==> src/rtl/vga_timing_gen.sv <==
// Raster timing for the VGA output. Produces the counters that address the frame buffer,
// then realigns sync, blanking and the returned colour to the same output edge.
module vga_timing_gen #(
  parameter int H_ACTIVE   = 640,
  parameter int H_FRONT    = 16,
  parameter int H_SYNC     = 96,
  parameter int H_BACK     = 48,
  parameter int V_ACTIVE   = 480,
  parameter int V_FRONT    = 10,
  parameter int V_SYNC     = 2,
  parameter int V_BACK     = 33,
  parameter int PIPE_DELAY = 1
) (
  input  logic       clk,
  input  logic       reset,
  input  logic       colour,
  output logic [9:0] counter_H,
  output logic [9:0] counter_V,
  output logic       h_sync,
  output logic       v_sync,
  output logic [5:0] rgb_out,
  output logic       display_on,
  output logic       frame_start
);

  localparam logic [9:0] H_MAX    = 10'(H_ACTIVE + H_FRONT + H_SYNC + H_BACK - 1);
  localparam logic [9:0] V_MAX    = 10'(V_ACTIVE + V_FRONT + V_SYNC + V_BACK - 1);
  localparam logic [9:0] H_VIS    = 10'(H_ACTIVE);
  localparam logic [9:0] V_VIS    = 10'(V_ACTIVE);
  localparam logic [9:0] HS_START = 10'(H_ACTIVE + H_FRONT);
  localparam logic [9:0] HS_END   = 10'(H_ACTIVE + H_FRONT + H_SYNC);
  localparam logic [9:0] VS_START = 10'(V_ACTIVE + V_FRONT);
  localparam logic [9:0] VS_END   = 10'(V_ACTIVE + V_FRONT + V_SYNC);
  // Idle value of one delay stage: {hs, vs, act}
  localparam logic [2:0] RAW_IDLE = 3'b110;

  logic [9:0] r_h;
  logic [9:0] r_v;
  logic       r_hs;
  logic       r_vs;
  logic       r_de;
  logic       r_fs;
  logic [5:0] r_rgb;
  logic       w_h_max;
  logic       w_v_max;
  logic       w_hs_raw;
  logic       w_vs_raw;
  logic       w_act_raw;
  logic [2:0] w_raw;
  logic [2:0] w_del;

  // Raw qualifiers straight from the current counter values
  always_comb begin
    w_h_max   = (r_h == H_MAX);
    w_v_max   = (r_v == V_MAX);
    w_hs_raw  = !((r_h >= HS_START) && (r_h < HS_END));
    w_vs_raw  = !((r_v >= VS_START) && (r_v < VS_END));
    w_act_raw = (r_h < H_VIS) && (r_v < V_VIS);
  end

  assign w_raw = {w_hs_raw, w_vs_raw, w_act_raw};

  // Horizontal and vertical position counters
  always_ff @(posedge clk) begin
    if (!reset) begin
      r_h <= 10'd0;
      r_v <= 10'd0;
    end else if (w_h_max) begin
      r_h <= 10'd0;
      r_v <= w_v_max ? 10'd0 : (r_v + 10'd1);
    end else begin
      r_h <= r_h + 10'd1;
    end
  end

  generate
    if (PIPE_DELAY == 0) begin : g_nodelay
      assign w_del = w_raw;
    end else begin : g_pipe
      logic [2:0] r_pipe [PIPE_DELAY];

      // Delay line matching the frame-buffer lookup latency
      always_ff @(posedge clk) begin
        if (!reset) begin
          for (int i = 0; i < PIPE_DELAY; i++) r_pipe[i] <= RAW_IDLE;
        end else begin
          r_pipe[0] <= w_raw;
          for (int i = 1; i < PIPE_DELAY; i++) r_pipe[i] <= r_pipe[i-1];
        end
      end

      assign w_del = r_pipe[PIPE_DELAY-1];
    end
  endgenerate

  // Output register; colour only reaches the pins inside the visible area
  always_ff @(posedge clk) begin
    if (!reset) begin
      r_hs  <= 1'b1;
      r_vs  <= 1'b1;
      r_de  <= 1'b0;
      r_rgb <= 6'b000000;
      r_fs  <= 1'b0;
    end else begin
      r_hs  <= w_del[2];
      r_vs  <= w_del[1];
      r_de  <= w_del[0];
      r_rgb <= (w_del[0] && colour) ? 6'b111111 : 6'b000000;
      r_fs  <= w_h_max && w_v_max;
    end
  end

  assign counter_H   = r_h;
  assign counter_V   = r_v;
  assign h_sync      = r_hs;
  assign v_sync      = r_vs;
  assign display_on  = r_de;
  assign rgb_out     = r_rgb;
  assign frame_start = r_fs;

endmodule

==> config.mk <==
export PLATFORM = sky130hd
export DESIGN_NAME = vga_timing_gen
export DESIGN_NICKNAME = d
export VERILOG_FILES = /design/src/rtl/vga_timing_gen.sv
export SDC_FILE = /design/constraint.sdc
export NUM_CORES = 1
export LEC_CHECK = 0
export ABC_AREA = 1
export CAP_MARGIN = 40
export CORE_ASPECT_RATIO = 1.75
export CORE_MARGIN = 5
export CORE_UTILIZATION = 40
export DETAILED_ROUTE_END_ITERATION = 6
export GPL_ROUTABILITY_DRIVEN = 0
export HOLD_SLACK_MARGIN = 0.08
export PLACE_DENSITY = 0.77
export SLEW_MARGIN = 0
export SYNTH_ARGS = -nofsm -noshare
export SYNTH_HDL_FRONTEND = slang
export SYNTH_SLANG_ARGS = --single-unit
==> constraint.sdc <==
create_clock -name clk -period 4.3 [get_ports clk]
set_input_delay 0.645 -clock clk [delete_from_list [all_inputs] [get_ports clk]]
set_output_delay 0.645 -clock clk [all_outputs]
set_load 0.05 [all_outputs]
* Word level (Yosys, flattened, before mapping)
Memories as Yosys holds them, arrays and structs flattened.
Index checks and enable logic that the tools add are counted.
** Operators by class
- Add/sub/neg operators :: 2
- $mul :: 0
- Divide/modulo/power cells :: 0
- Order comparisons :: 6
- Equal/unequal tests :: 2
- Shift-type cells :: 0
- Muxes and demuxes :: 6
- Bitwise logic cells :: 1
- Reduce and logical (&&, ||, !) cells :: 9
** Operator list (number)
- adder 10 x 1 -> 10 bit, second input constant :: 2
- == test 10 bit, second input constant :: 2
- < comparator 10 bit, second input constant :: 2
- < comparator 10 x 9 -> 1 bit, second input constant :: 2
- greater-or-equal comparator 10 bit, second input constant :: 1
- greater-or-equal comparator 10 x 9 -> 1 bit, second input constant :: 1
- 2-to-1 mux 10 bit :: 1
- 2-to-1 mux 6 bit :: 1
- logical AND 1 bit :: 5
- 2-to-1 mux 1 bit :: 3
- 2-to-1 mux 3 bit :: 1
- OR reduction 3 bit :: 1
- logical NOT 1 bit :: 2
- OR reduction 2 bit :: 1
- inverter 1 bit :: 1
** Word-level totals
- Register bits after elaboration :: 30
- Latch bits :: 0
- Bits in writable memories :: 3
- Memory bits (read-only) :: 0
- Input port bits :: 3
- Logic and storage cells :: 34
- Memories kept :: 1
** Memories
- g_pipe.r_pipe :: words 1, bits a word 3, rd ports 1, clocked after memory_dff 0, wr ports 1, RTL line 80 : logic [2:0] r_pipe [PIPE_DELAY];

* Logic depth before layout (Yosys ltp)
- Depth after elaboration :: 4
- Gate-level depth with buffers :: 9
- Depth with buffers taken out :: 9

* Worst setup path after synthesis
Ideal clock, no wire load.
- Kind :: reg-to-reg
- From :: register r_h[0], in the netlist counter_H[0]
- To :: register r_v[5], in the netlist counter_V[5]
- Library setup time :: 0.110 ns
- Data arrival time :: 1.714 ns
- Required time :: 4.190 ns
- Slack :: 2.476 ns
- Stages on the path, launching flop included :: 10
- Path through :: dfxtp_1 ha_1 nand2_2 nor2_4 inv_2 nor2_4 buf_6 nand3_1 nand3_1 nor2_1
** On the way
- Longest elaborated chain between the ends :: 1
** Ends and longest elaborated chain
- from (decl) :: RTL line 37 : logic [9:0] r_h;
- from (signal assigned) :: RTL line 72 : r_h <= r_h + 10'd1;
- == test 10 bit :: RTL line 54 : w_h_max = (r_h == H_MAX);
- to (signal assigned) :: RTL line 70 : r_v <= w_v_max ? 10'd0 : (r_v + 10'd1);
- to (decl) :: RTL line 38 : logic [9:0] r_v;
Every way passes these cells.
A chain may end at the register's enable or synchronous reset.

* Final worst setup path
- From :: register r_v[1], in the netlist counter_V[1]
- To :: output port counter_V[1]
** RTL lines
- to (decl) :: RTL line 18 : output logic [9:0] counter_V,
No word-level cell between the ends.

==> results.py <==
metrics = {
    "run_status": {
        "run_status": "completed",
    },
    "placed_design": {
        "place_area_sq_um": 1690,
        "io_buffers": 32,
        "place_hpwl_um": 2290,
    },
    "timing": {
        "fmax_ghz": 0.447,
        "holdWs_ps": 427,
        "fin_worst_skew_ps": 3.45,
        "slew_headroom_pct": 66.1,
        "finalCriticalPeriod_ps": 2240,
        "setup_viol": 0,
        "hold_viol_final": 0,
        "tightest_slew_ps": 508,
        "period_share_pct": 52.0,
        "slew_violations": 0,
        "fin_setup_tns_ps": 0,
        "rsz0062_at_grt": "no",
    },
    "final_layout": {
        "final_layout_size_suffix_gt1_share_pct": 6.42,
        "mostFrequentLayoutCell": "nand2_1",
        "design_area_sq_um": 1750,
        "antenna_cells": 0,
        "num-fill-cells": 349,
        "final_cell_mix": "34 x nand2_1, 32 x clkdlybuf4s50_1, 29 x inv_1",
        "fin_nets": 227,
        "area_delta_synth_final_pct": 27.6,
    },
    "worst_setup_path": {
        "cp.required_ps": 3650,
        "cp_top_family": "buffers and inverters",
        "worst_path_max_delay_cell": "clkdlybuf4s50_1",
        "path_class": "reg -> out",
        "start_kind": "flop",
        "critPathArrivalTime_ps": 1590,
        "crit_buf_inv": 1,
        "critical_path.cell_chain": "clkdlybuf4s50_1",
        "crit_fanout": 7,
        "cpPeakStageDelay_ps": 860,
        "end_kind": "output pin",
    },
    "clocking": {
        "numCtsBuffers": 3,
        "clk_pin_slew_ps": 90,
        "cts_root_buffer": "clkbuf_8",
        "ctsResizeCount": 0,
        "htreeDepth": 1,
        "cts_tree": "yes",
        "cts_max_path_buffers": 2,
        "clk-insertion-delay-late_ps": 270,
        "cts_setup_buffers": 0,
        "cts_sinks": 28,
        "cts_hold_buf": 0,
    },
    "floorplanning": {
        "io_pins": 33,
        "placement_rows": 28,
        "dieArea_sq_um": 4740,
        "die_h_um": 87.4,
        "coreArea_sq_um": 3360,
        "initial_utilization_pct": 40.7,
        "die_w_um": 54.2,
    },
    "run": {
        "maxCapViolations": 0,
    },
    "detailed_routing": {
        "vias_per_cell": 4.80,
        "ant_nets": 0,
        "vias": 1262,
        "drcViolationCount": 0,
        "wl_per_cell_um": 11.1,
        "drt_iter0_drc": 25,
        "drt_wl_total_um": 2910,
        "dr.pass1.iters": 4,
    },
    "grt": {
        "overflow": 0,
        "grt_pass1_vias": 1152,
        "grt_pass1_wl_um": 4720,
        "antenna_found_initial": 0,
        "grt_max_degree": 16,
        "groute.usage.overall_pct": 13.3,
    },
    "power_and_ir_drop": {
        "p_leak_uw": 0.000681,
        "peakVddDrop_v": 0.000214,
        "power_density_nw_per_um2": 268,
    },
    "logic_synthesis": {
        "syn_inst": 189,
        "syn_avg_cell_area_sq_um": 7.24,
        "syn_area_sq_um": 1370,
        "synth_nets": 197,
        "ys_warn_count": 0,
        "synth-seq-cells": 28,
        "seq_area_frac_synth_pct": 41.0,
        "synth_cell_types": 29,
    },
    "min_path": {
        "hold_path_class": "reg -> reg",
    },
}
-- cell families after synthesis --
kind of cell               Yosys count  share of synthesized area [%]
AOI/OAI and AO/OA                   21                           8.68
xor gates and xnor gates             2                           1.28
buffers and inverters               37                           12.2
DFF                                 28                           41.0
adders and majority gates            5                           4.57
and+or+nand+nor                     96                           32.4
-- worst paths after layout --
check,slack [ps],depth (start not counted),startpoint,end
setup / recovery,2060,1,counter_V[1],counter_V[1]
hold / removal,430,1,g_pipe.r_pipe[0][1],v_sync
setup reg to reg,2570,8,counter_H[0],counter_V[4]
hold reg to reg,430,1,g_pipe.r_pipe[0][1],v_sync
-- metrics by stage --
stage,utilization [%],total power (uW),instances,worst slack (ps)
after floorplan,-,302,189,2480
after global placement,50.3,313,259,2370
after detailed placement,50.3,313,259,2340
after CTS,51.9,473,263,2060
after global routing,51.9,487,263,1990
final,51.9,469,263,2060
-- cells in the mapped netlist, drive strengths merged --
| cell type | n | share of area, % |
|---|---|---|
| o21ai | 5 | 1.8 |
| and2 | 1 | 0.46 |
| nand4 | 3 | 1.4 |
| dfxtp | 28 | 41 |
| o2111ai | 1 | 0.64 |
| inv | 30 | 8.2 |
| nor3 | 2 | 0.73 |
| nand2 | 36 | 10 |
| nand3 | 17 | 6.6 |
| nor3b | 1 | 0.55 |
| xnor2 | 1 | 0.64 |
| nor2 | 30 | 9.5 |
| o21a | 1 | 0.55 |
| nand3b | 2 | 1.1 |
| o21bai | 1 | 0.55 |
| or2 | 3 | 1.4 |
| a21oi | 11 | 4.0 |
| o211ai | 2 | 1.1 |
| nor4 | 1 | 0.46 |
| xor2 | 1 | 0.64 |
| ha | 5 | 4.6 |
| buf | 7 | 3.9 |
-- layout make-up --
cell class              instances  area [sq um]  share of cell area (%)
clock buffers                   4          55.1                    3.15
inverters                      30           113                    6.45
multi-input cells             124           642                    36.7
flip-flops and latches         28           561                    32.1
well taps                      45          56.3                    3.22
repair buffers                 32           320                    18.3
-- routing by layer --
metal | wire, um | GRT usage, % | up-vias
met5 | 0 | 0 | -
met4 | 84 | 8.16 | 0
met3 | 69 | 1.54 | 10
met2 | 1610 | 23.4 | 25
met1 | 1150 | 14.3 | 577
li1 | - | - | 650
-- flip-flops by register name, summed over array words and instances (netlist names) --
name,cells
v_sync,1
rgb_out,1
counter_H,10
g_pipe.r_pipe,3
counter_V,10
h_sync,1
frame_start,1
display_on,1
-- power breakdown --
group / internal, uW / leakage [uW] / switching (uW)
clock network: 82.0 / 0.0000288 / 80.0
registers: 263 / 0.000227 / 3.18
logic: 13.1 / 0.000426 / 27.5
(Power assumes the default switching activity.)
